File: src/rtl/ee354_project_tick_sched.sv
// Purpose: game-step scheduler; divides Clk into ticks, queues direction presses, sequences move/check/apple.
// Latency: tick -> Move_Req in 2 cycles (WAIT->POP->MOVE); requests drop the cycle after their Done.
// Backpressure: Move_Req/Apple_Req hold until Done; a tick arriving mid-sequence is held (one deep) and flags Overrun.
// Optional feature: define TICK_SPEEDUP_EN to shorten the tick period as the snake grows.
module ee354_project_tick_sched #(
    parameter int TICK_CYCLES     = 25_000_000,
    parameter int MIN_TICK_CYCLES = 5_000_000,
    parameter int SPEED_STEP      = 500_000,
    parameter int TICK_W          = 27
) (
    input  logic        Clk,
    input  logic        Reset,
    input  logic        Run,
    input  logic        Dir_Valid,
    input  logic [1:0]  In_Dirn,
    input  logic [7:0]  Length,
    output logic        Move_Req,
    output logic [1:0]  Move_Dirn,
    input  logic        Move_Done,
    input  logic        Collision,
    input  logic        Ate,
    output logic        Apple_Req,
    input  logic        Apple_Done,
    output logic        Game_Over,
    output logic        Overrun,
    output logic [15:0] Step_Count,
    output logic        Busy
);

    typedef enum logic [2:0] {
        IDLE  = 3'd0,
        WAIT  = 3'd1,
        POP   = 3'd2,
        MOVE  = 3'd3,
        CHECK = 3'd4,
        APPLE = 3'd5,
        HALT  = 3'd6
    } state_t;

    state_t              state_q, state_d;
    logic [TICK_W-1:0]   cnt_q, cnt_d;
    logic [TICK_W-1:0]   period_q, period_d;
    logic [TICK_W-1:0]   period_new;
    logic                tick_pend_q, tick_pend_d;
    logic                overrun_q, overrun_d;
    logic [1:0]          cur_dir_q, cur_dir_d;
    logic [1:0]          q0_q, q0_d;
    logic [1:0]          q1_q, q1_d;
    logic [1:0]          qcnt_q, qcnt_d;
    logic                coll_q, coll_d;
    logic                ate_q, ate_d;
    logic [15:0]         step_q, step_d;
    logic                cnt_run;
    logic                tick;
    logic [1:0]          ref_dir;
    logic                push_ok;

`ifdef TICK_SPEEDUP_EN
    localparam int PW = TICK_W + 8;
    logic [7:0]    len_eff;
    logic [PW-1:0] reduce;

    // Period shrinks by SPEED_STEP per length unit above 3, floored at MIN_TICK_CYCLES.
    always_comb begin
        len_eff    = (Length < 8'd3) ? 8'd3 : Length;
        reduce     = PW'(len_eff - 8'd3) * PW'(SPEED_STEP);
        period_new = TICK_W'(TICK_CYCLES);
        if ((reduce + PW'(MIN_TICK_CYCLES)) >= PW'(TICK_CYCLES)) begin
            period_new = TICK_W'(MIN_TICK_CYCLES);
        end else begin
            period_new = TICK_W'(PW'(TICK_CYCLES) - reduce);
        end
    end
`else
    logic unused_length;
    assign unused_length = ^Length;
    assign period_new    = TICK_W'(TICK_CYCLES);
`endif

    assign cnt_run = (state_q != IDLE) && (state_q != HALT);
    assign tick    = cnt_run && (cnt_q == (period_q - TICK_W'(1)));

    // Tick counter: parked at 0 in IDLE, frozen in HALT, period re-latched at each wrap and on IDLE exit.
    always_comb begin
        cnt_d    = cnt_q;
        period_d = period_q;
        if (state_q == IDLE) begin
            cnt_d = '0;
            if (Run) begin
                period_d = period_new;
            end
        end else if (cnt_run) begin
            if (tick) begin
                cnt_d    = '0;
                period_d = period_new;
            end else begin
                cnt_d = cnt_q + TICK_W'(1);
            end
        end
    end

    // Direction queue: pop in POP, then compare a press against the post-pop tail (or current direction).
    always_comb begin
        cur_dir_d = cur_dir_q;
        q0_d      = q0_q;
        q1_d      = q1_q;
        qcnt_d    = qcnt_q;
        ref_dir   = cur_dir_q;
        push_ok   = 1'b0;
        if (state_q == IDLE) begin
            cur_dir_d = 2'b11;
            qcnt_d    = 2'd0;
        end else begin
            if ((state_q == POP) && (qcnt_q != 2'd0)) begin
                cur_dir_d = q0_q;
                q0_d      = q1_q;
                qcnt_d    = qcnt_q - 2'd1;
            end
            // With two entries the queue is full, so the tail only matters at depth one.
            ref_dir = (qcnt_d == 2'd0) ? cur_dir_d : q0_d;
            push_ok = Dir_Valid && (state_q != HALT) && (qcnt_d != 2'd2)
                      && (In_Dirn != ref_dir)
                      && !((In_Dirn[1] == ref_dir[1]) && (In_Dirn[0] != ref_dir[0]));
            if (push_ok) begin
                if (qcnt_d == 2'd0) begin
                    q0_d = In_Dirn;
                end else begin
                    q1_d = In_Dirn;
                end
                qcnt_d = qcnt_d + 2'd1;
            end
        end
    end

    // Step sequencer: next state, handshake latching, tick pending/overrun bookkeeping.
    always_comb begin
        state_d     = state_q;
        tick_pend_d = tick_pend_q;
        overrun_d   = overrun_q;
        coll_d      = coll_q;
        ate_d       = ate_q;
        step_d      = step_q;
        if (tick && (state_q != WAIT)) begin
            tick_pend_d = 1'b1;
            overrun_d   = 1'b1;
        end
        unique case (state_q)
            IDLE: begin
                tick_pend_d = 1'b0;
                if (Run) begin
                    state_d = WAIT;
                end
            end
            WAIT: begin
                if (!Run) begin
                    state_d = IDLE;
                end else if (tick || tick_pend_q) begin
                    state_d     = POP;
                    tick_pend_d = 1'b0;
                end
            end
            POP: begin
                state_d = MOVE;
            end
            MOVE: begin
                if (Move_Done) begin
                    coll_d  = Collision;
                    ate_d   = Ate;
                    step_d  = (step_q == 16'hFFFF) ? step_q : step_q + 16'd1;
                    state_d = CHECK;
                end
            end
            CHECK: begin
                if (coll_q) begin
                    state_d = HALT;
                end else if (ate_q) begin
                    state_d = APPLE;
                end else begin
                    state_d = Run ? WAIT : IDLE;
                end
            end
            APPLE: begin
                if (Apple_Done) begin
                    state_d = Run ? WAIT : IDLE;
                end
            end
            HALT: begin
                if (!Run) begin
                    state_d = IDLE;
                end
            end
            default: begin
                state_d = IDLE;
            end
        endcase
    end

    // State register; reset drops all requests immediately.
    always_ff @(posedge Clk or negedge Reset) begin
        if (!Reset) begin
            state_q     <= IDLE;
            cnt_q       <= '0;
            period_q    <= TICK_W'(TICK_CYCLES);
            tick_pend_q <= 1'b0;
            overrun_q   <= 1'b0;
            cur_dir_q   <= 2'b11;
            q0_q        <= 2'b00;
            q1_q        <= 2'b00;
            qcnt_q      <= 2'd0;
            coll_q      <= 1'b0;
            ate_q       <= 1'b0;
            step_q      <= 16'd0;
        end else begin
            state_q     <= state_d;
            cnt_q       <= cnt_d;
            period_q    <= period_d;
            tick_pend_q <= tick_pend_d;
            overrun_q   <= overrun_d;
            cur_dir_q   <= cur_dir_d;
            q0_q        <= q0_d;
            q1_q        <= q1_d;
            qcnt_q      <= qcnt_d;
            coll_q      <= coll_d;
            ate_q       <= ate_d;
            step_q      <= step_d;
        end
    end

    assign Move_Req   = (state_q == MOVE);
    assign Apple_Req  = (state_q == APPLE);
    assign Game_Over  = (state_q == CHECK) && coll_q;
    assign Move_Dirn  = cur_dir_q;
    assign Overrun    = overrun_q;
    assign Step_Count = step_q;
    assign Busy       = (state_q != IDLE) && (state_q != WAIT);

endmodule

File: config.mk
export PLATFORM = sky130hd
export DESIGN_NAME = ee354_project_tick_sched
export DESIGN_NICKNAME = d
export VERILOG_FILES = /design/src/rtl/ee354_project_tick_sched.sv
export SDC_FILE = /design/constraint.sdc
export NUM_CORES = 1
export LEC_CHECK = 0
export CORE_MARGIN = 8
export CORE_UTILIZATION = 30
export CTS_CLUSTER_DIAMETER = 50
export CTS_CLUSTER_SIZE = 25
export DETAILED_ROUTE_END_ITERATION = 7
export GPL_TIMING_DRIVEN = 0
export PLACE_DENSITY_LB_ADDON = 0.2
export SYNTH_ARGS = -nofsm -noshare
export SYNTH_HDL_FRONTEND = slang
export SYNTH_SLANG_ARGS = --single-unit
File: constraint.sdc
create_clock -name Clk -period 2.95 [get_ports Clk]
set_input_delay 0.4425 -clock Clk [delete_from_list [all_inputs] [get_ports Clk]]
set_output_delay 0.4425 -clock Clk [all_outputs]
set_load 0.005 [all_outputs]
* After elaboration in Yosys (flattened, before gate mapping) *
Index checks and enable logic that the tools add are counted.

operators by class
  reductions and logical operators = 24
  add/subtract/negate cells = 5
  equal/unequal tests = 19
  multiplexer cells = 33
  bitwise gates (word level) = 3

operators with widths
  cell                   number
  $mux 27                7
  $add 27x1->27 const B  1
  $eq 27x27->1           1
  $sub 27x1->27 const B  1
  $mux 2                 12
  $mux 3                 8
  $pmux 3 s7             1
  $add 16x1->16 const B  1
  $eq 16x16->1 const B   1
  $logic_and 1x1->1      11
  $eq 3x3->1 const B     3
  $reduce_and 3->1       3
  $eq 3x2->1 const B     2
  $ne 2x2->1 const B     3
  $ne 3x3->1 const B     2
  $reduce_bool 2->1      3
  $reduce_and 5->1       1
  $mux 1                 4
  $ne 2x1->1 const B     2
  $eq 3x1->1 const B     1
  $logic_not 3->1        1
  $ne 3x1->1 const B     1
  $not 1->1              3
  $reduce_bool 3->1      1
  other kinds (10)       10

word-level totals
  bits in registers = 85
  word-level logic and storage cells = 96
  output and inout bits = 23

* Logic depth before layout (Yosys ltp) *
Gate-level depths: netlist (run 1).

  word-level depth = 12
  gate-level depth with buffers = 13
  depth with buffers taken out = 12

* Worst setup path after synthesis (run 1) *
No wires, ideal clock.

  path type = reg2reg
  from = register qcnt_q[0]
  to = register q1_q[0]
  slack = 140 ps
  setup time = 125 ps
  stages on the path, launching flop included = 13
  required time = 2,825 ps
  clock period less this slack = 2,810 ps
  arrival = 2,685 ps
  cell sequence = dfrtp_1 > inv_1 > ha_1 > or4b_1 > buf_2 > a21oi_1 > inv_1 > ha_1 > nand2b_1 > nor4_1 > nand2_1 > mux2i_1 > mux2_2

between the ends
  longest elaborated chain between the ends = 11

RTL lines
  element                                               RTL line  source
  start: declaration                                    49        logic [1:0] qcnt_q, qcnt_d;
  start signal: assignment                              222       qcnt_q <= qcnt_d;
  branches (longest 10 deep; another with $sub 2x1->2)  -
  $reduce_and 3->1 (no line) (*)                        -
  end signal: assignment                                221       q1_q <= q1_d;
  end: declaration                                      48        logic [1:0] q1_q, q1_d;

Every way passes the cells marked *. The select of a mux whose other input is x is not followed.
A chain may end at the register's enable or synchronous reset.

* Worst setup path in the final report (run 1) *
  from = register qcnt_q[0]
  to = register qcnt_q[1]

between the ends
  longest elaborated chain between the ends = 12

RTL lines
  element                                               RTL line  source
  branches (longest 10 deep; another with $sub 2x1->2)  -
  $mux 2 (*)                                            124       if (push_ok) begin
  $mux 2 (*)                                            110       if (state_q == IDLE) begin
  via qcnt_d[1]                                         49

Mark *: on every way through the listed nets, which the timed path passes. The select of a mux whose other input is x is not followed.

==> results of run 1 <==
## worst max-delay path by stage
stage	from	to	slack [ns]
2_1_floorplan	qcnt_q[0]	q1_q[0]	0.14
3_3_place_gp	Reset	Step_Count[8]	-0.60
3_5_place_dp	state_q[1]	q1_q[0]	-0.45
4_1_cts	state_q[1]	qcnt_q[1]	0.03
5_1_grt	qcnt_q[0]	qcnt_q[1]	-0.03
6_report	qcnt_q[0]	qcnt_q[1]	0.09
## state kept, by name, indices dropped and copies added (netlist names)
name / cells
q0_q: 2
Overrun: 1
Step_Count: 16
cnt_q: 27
state_q: 3
ate_q: 1
tick_pend_q: 1
q1_q: 2
Move_Dirn: 2
qcnt_q: 2
coll_q: 1
## repair_timing
| item | 4_1_cts | 5_1_grt |
|---|---|---|
| setup buffers | 0 | 2 |
| hold buffers | 0 | 0 |
| setup endpoints to repair | 6 | 8 |
| pin swaps | 0 | 2 |
| gates resized for setup | 6 | 17 |
## metal layers
layer  share of wire (%)  routed length, µm  up-vias
met5                   0                  0        -
met4                 1.3                126        0
met3                 5.0                470        8
met2                  44               4140       70
met1                  49               4620     1534
li1                    -                  -     1526
## final cells by class
type                       instances  area [µm²]
clock inverter                     6        57.6
sequential                        58        1450
clock buffer                      10         229
timing repair buffer              35         350
buffer                            20         128
fill                            1097        6940
multi-input combinational        294        1870
inverter                          16        60.1
tap                              143         179
## stage by stage
stage | hold slack (ns) | setup TNS, ns | cells | cell area [µm²]
after CTS | 0.141 | 0 | 580 | 4250
after detailed placement | 0.480 | -1.37 | 564 | 3940
after global routing | 0.173 | -0.0593 | 582 | 4330
after global placement | 0.476 | -34.70 | 563 | 3920
after floorplan | 0.147 | 0 | 388 | 3420
final | 0.129 | 0 | 582 | 4330
## logic make-up (layout without fill, tap and decap cells)
kind of cell               count (synthesis)  count (layout)
AOI/OAI and AO/OA                         77              77
xor gates and xnor gates                  18              18
adders and majority gates                  5               5
buffers and inverters                     36              87
DFF                                       58              58
muxes                                      6               6
and+or+nand+nor                          188             188
## power groups by stage
stage	combinational [W]	clock (W)	sequential, W
after CTS	0.00119	0.00103	0.00104
final	0.00126	0.00101	0.00104
after global routing	0.00142	0.00107	0.00106
after global placement	0.00113	0	0.00105
after floorplan	0.000793	0	0.00103
after detailed placement	0.00115	0	0.00105
## worst max-delay path, stage by stage (launching register included)
cell and delay, ns:
dfrtp_1 0.35, inv_1 0.05, ha_2 0.19, or4b_4 0.48
buf_6 0.16, nor2_1 0.18, a21oi_4 0.05, ha_2 0.22
nand2b_1 0.17, a21oi_2 0.21, nor3b_1 0.12, or4_1 0.48
o31ai_1 0.09
## synthesized netlist by cell type (all sizes together) (2+ instances only)
cell type	n	share of area (%)
and3	9	1.7
a21oi	9	1.3
clkbuf	13	1.7
nor2b	2	0.37
xnor2	14	3.6
mux2i	2	0.59
nor3	19	2.8
a41oi	2	0.51
xor2	4	1.0
mux2	4	1.3
nor4	9	1.6
dfstp	2	1.5
o31ai	3	0.66
nand3	19	2.9
a31oi	25	4.6
and3b	2	0.51
nor4b	3	0.77
dfrtp	56	41
or4	7	1.8
ha	5	1.8
or3	10	1.9
buf	7	1.7
o21ai	19	2.8
nand2	50	5.6
or2	4	0.73
nand4	14	2.7
and4	4	1.1
nand2b	6	1.1
nor2	24	2.6
o21a	2	0.44
inv	16	1.8
nor3b	2	0.44
o22ai	4	0.73
==> results by group, run 1 <==
Status
  – Status: finished clean

Layout
  – Synth-to-Final Area Change: 26.5%
  – Layout cell share with drive strength beyond 1: 14.1%
  – Most common cell after layout, fill and taps aside: dfrtp_1
  – Ant diodes: 0
  – Util after Layout: 38.4%
  – Most frequent cells in the layout: 56 x dfrtp_1, 49 x nand2_1, 31 x clkdlybuf4s50_1, 25 x a31oi_1, 23 x nor2_1
  – Nets: 457

Synth
  – Synth Area in Compound Gates: 14.3%
  – Post-synth cell types: 62
  – Post-synth EDFFs: 0
  – Post-Synth Simple-Gate Area: 29.7%
  – Mux cell area share after synthesis: 1.90%
  – Async S/R FF share, synth: 100%
  – Synth Area in Adders: 1.83%
  – Synth Area in XOR/XNOR: 4.61%
  – Predominant post-synthesis flop cell: dfrtp_1
  – Syn Inst Count: 388
  – Syn Std Cell Area: 0.00342 mm²
  – Largest family of logic cells by synthesized area: simple AND/OR/NAND/NOR gates
  – Synthesis Warnings: 0
  – Seq cells post-synth: 58
  – Register area share after synthesis: 42.5%
  – Syn_nets: 411
  – Post-Syn Area per Cell: 8.82 µm²

Global route
  – Met1 usage: 17.6%
  – Initial antenna violation count: 0
  – First-pass GRT wire length: 15.8 mm
  – GRT busiest layer: met2
  – Grt met3 use: 3.27%
  – Total congestion overflow: 0
  – GRT Overall Usage: 13.1%
  – Met2 usage: 19.7%
  – Vias in the first global route: 3155
  – Pin count of the biggest net entering global routing: 36

STA
  – Worst-Margin Slew: 0.838 ns
  – Slew Limit Fails: 0
  – Final setup viols: 0
  – Peak Freq: 0.349 GHz
  – Relative slew margins: 43.8%
  – Setup Skew: 0.00665 ns
  – Final Hold Violating Endpoints: 0
  – RSZ-0062 raised after global routing: yes
  – Crit share post-route: 97.1%
  – Tmin final: 2.86 ns
  – Worst Slack Setup Final: 0.0865 ns

Placed design
  – Port buffer count: 32
  – Placer Congestion: 0.838
  – Detailed placement HPWL: 6.49 mm
  – Pre-CTS WS: -0.453 ns

Power and ir drop
  – Switching share of total power: 36.2%
  – P_sw: 0.00120 W
  – Combinational share of power: 38.0%
  – Power Density: 764 mW/mm²
  – Clock power frac: 30.5%
  – VDD IR max: 0.381 mV
  – Total power: 0.00331 W
  – Sequential power share: 31.5%
  – Total internal power: 0.00211 W
  – Leak: 1.76 nW

Drt
  – TritonRoute pass-1 iters: 4
  – Initial drt markers: 160
  – Routed Antenna Nets: 0
  – Vias/cell: 5.39
  – WL final: 9.36 mm
  – Drc violations: 0
  – Drt wl/cell: 16.1 µm
  – Via count: 3138

Setup path
  – Critical path capture point type: flip-flop
  – Critical-path maximum fanout: 7
  – Worst reg2reg setup slack: 0.09 ns
  – Setup crit start kind: flip-flop
  – Reg-to-Reg Start: qcnt_q[0]
  – R2R Path End: qcnt_q[1]
  – CP Class: reg -> reg
  – Worst EP required: 3.17 ns
  – Reg2Reg Depth: 12
  – Critical path data arrival time: 3.08 ns

Floorplan
  – Initial core utilization: 30.4%
  – Die area: 0.0151 mm²
  – Core box area: 0.0113 mm²
  – Die W: 123 µm
  – Die H: 123 µm
  – Total I/O pin count: 41
  – Rows: 39

Clock tree
  – Clk_lat worst skew: 0.32 ns
  – CTS Buf Count: 9
  – CTS tree: built
  – CTS max path bufs: 2
  – Root buffer cell: clkbuf_16
  – CTS Sinks: 58
  – Max H-tree Level: 3
  – Clock slew at reported path FFs: 0.05 ns

Hold path
  – Worst hold path class: in -> async

Job
  – Max-Cap Viols: 0
Power figures use the tool's default switching activity.
==> run 2: changes to the inputs <==
SKIP_CTS_REPAIR_TIMING = 1   (was unset)
SKIP_LAST_GASP = 1   (was unset)
==> results by group, run 2 (synthesis gave the netlist of run 1 again) <==
STA
  – Setup Skew: 0.00747 ns
  – Slew Limit Fails: 0
  – Relative slew margins: 12.9%
  – Worst-Margin Slew: 1.30 ns
  – Tmin final: 2.96 ns
  – Hold Slack: 0.125 ns
  – Final Hold Violating Endpoints: 0
  – Final setup viols: 1
  – Crit share post-route: 100%
  – Peak Freq: 0.338 GHz
  – Worst Slack Setup Final: -0.0105 ns
  – RSZ-0062 raised after global routing: yes

Placed design
  – Placer Congestion: 0.838
  – Pre-CTS WS: -0.453 ns
  – Detailed placement HPWL: 6.49 mm
  – Port buffer count: 32

Layout
  – Layout cell share with drive strength beyond 1: 13.0%
  – Top reg by flops: cnt_q
  – Nets: 457
  – Max FFs per register: 27
  – Synth-to-Final Area Change: 25.7%
  – Filler cell count in the final layout: 1107
  – Most frequent cells in the layout: 56 x dfrtp_1, 49 x nand2_1, 31 x clkdlybuf4s50_1, 25 x a31oi_1, 23 x nor2_1
  – Most common cell after layout, fill and taps aside: dfrtp_1
  – Ant diodes: 0
  – Multi-input gate area: 0.00185 mm²
  – Reg area: 0.00145 mm²

Clock tree
  – Clock slew at reported path FFs: 0.05 ns
  – CTS Buf Count: 9
  – CTS max path bufs: 2
  – Clk_lat worst skew: 0.32 ns
  – CTS Sinks: 58
  – CTS tree: built
  – Root buffer cell: clkbuf_16
  – Max H-tree Level: 3

Status
  – Status: finished with violations
  – Violated checks: setup timing

Floorplan
  – Total I/O pin count: 41
  – Die area: 0.0151 mm²
  – Die H: 123 µm
  – Die W: 123 µm
  – Rows: 39
  – Core box area: 0.0113 mm²
  – Initial core utilization: 30.4%

Power and ir drop
  – P_sw: 0.00118 W
  – Switching share of total power: 36.1%
  – Power Density: 760 mW/mm²
  – Total internal power: 0.00209 W
  – Sequential power share: 31.9%
  – Leak: 1.75 nW
  – Clock power frac: 30.9%
  – Total power: 0.00327 W
  – VDD IR max: 0.381 mV
  – Combinational share of power: 37.2%

Global route
  – Total congestion overflow: 0
  – First-pass GRT wire length: 15.6 mm
  – Initial antenna violation count: 0
  – GRT Overall Usage: 13.0%
  – Pin count of the biggest net entering global routing: 36
  – Vias in the first global route: 3128

Setup path
  – CP Cell Sequence: inv_1, ha_1, or4b_1, buf_4, a21oi_4, ha_1, nand2b_1, a21oi_2, nor2_1, mux2i_1, mux2_2
  – Critical path capture point type: flip-flop
  – Setup crit start kind: flip-flop
  – Reg-to-Reg Start: qcnt_q[0]
  – CP most frequent cell: ha_1
  – Worst EP required: 3.16 ns
  – Critical path data arrival time: 3.17 ns
  – Worst Setup SP: qcnt_q[0]
  – CP peak stage delay: 0.48 ns
  – CP Class: reg -> reg
  – Critical path's slowest cell: or4b_1
  – Critical-path maximum fanout: 7

Drt
  – Routed Antenna Nets: 0
  – Initial drt markers: 175
  – Via count: 3118
  – Drc violations: 0
  – TritonRoute pass-1 iters: 4
  – Drt wl/cell: 16.1 µm
  – Vias/cell: 5.36
  – WL final: 9.35 mm

Job
  – Max-Cap Viols: 0

Hold path
  – Worst hold path class: in -> async
## run 2: cell types whose count changed in the layout (fill, tap and decap cells not counted)
cell      delta
ha_1         +2
ha_2         -2
buf_2        +1
buf_6        -1
clkbuf_1     +1
clkbuf_2     -1
nor3_1       +1
nor3_2       -1
nor4_2       +1
nor4_4       -1
or4b_1       +1
or4b_4       -1
## run 2: per-stage QoR
step / instance area (µm²) / utilization, % / cells / setup TNS [ns]
finish: 4300 / 38.2 / 582 / -0.0105
floorplan: 3420 / - / 388 / 0
global placement: 3920 / 34.8 / 563 / -34.70
global route: 4300 / 38.2 / 582 / -0.375
CTS: 4220 / 37.5 / 580 / -1.51
detailed placement: 3940 / 34.9 / 564 / -1.37
## run 2: power by group through the flow
| stage | combinational (W) | sequential [W] | clock, W |
|---|---|---|---|
| after global placement | 0.00113 | 0.00105 | 0 |
| after CTS | 0.00115 | 0.00104 | 0.00103 |
| after global routing | 0.00138 | 0.00106 | 0.00107 |
| final | 0.00122 | 0.00104 | 0.00101 |
| after floorplan | 0.000793 | 0.00103 | 0 |
| after detailed placement | 0.00115 | 0.00105 | 0 |
## run 2: area by class of cell
type                    count  share of cell area, %
multi-input cells         294                   43.0
flip-flops and latches     58                   33.8
repair buffers             35                   8.15
clock buffers              10                   5.32
well taps                 143                   4.16
plain buffers              20                   2.79
inverters                  16                   1.40
clock inverters             6                   1.34
## run 2: worst paths after layout
kind | end | slack (ns) | cells past startpoint
max in group asynchronous | cnt_q[2] | 2.22 | 2
worst max register to register | q1_q[0] | -0.01 | 11
min in group Clk | cnt_q[21] | 0.49 | 1
worst min register to register | cnt_q[21] | 0.49 | 1
worst max-delay path | q1_q[0] | -0.01 | 11
worst min-delay path | q1_q[0] | 0.12 | 1
## run 2: routing by layer
metal	wire (µm)	global-route usage [%]
met1	4590	17.5
met2	4170	19.3
met3	467	3.27
met5	0	0
met4	114	5.64
## run 2: critical path, delay by kind of cell (launching register included)
kind / cells / cell delay [ns]
AOI/OAI and AO/OA: 2 / 0.25
and+or+nand+nor: 3 / 0.87
buffers and inverters: 2 / 0.24
muxes: 2 / 0.64
DFF: 1 / 0.35
adders and majority gates: 2 / 0.50
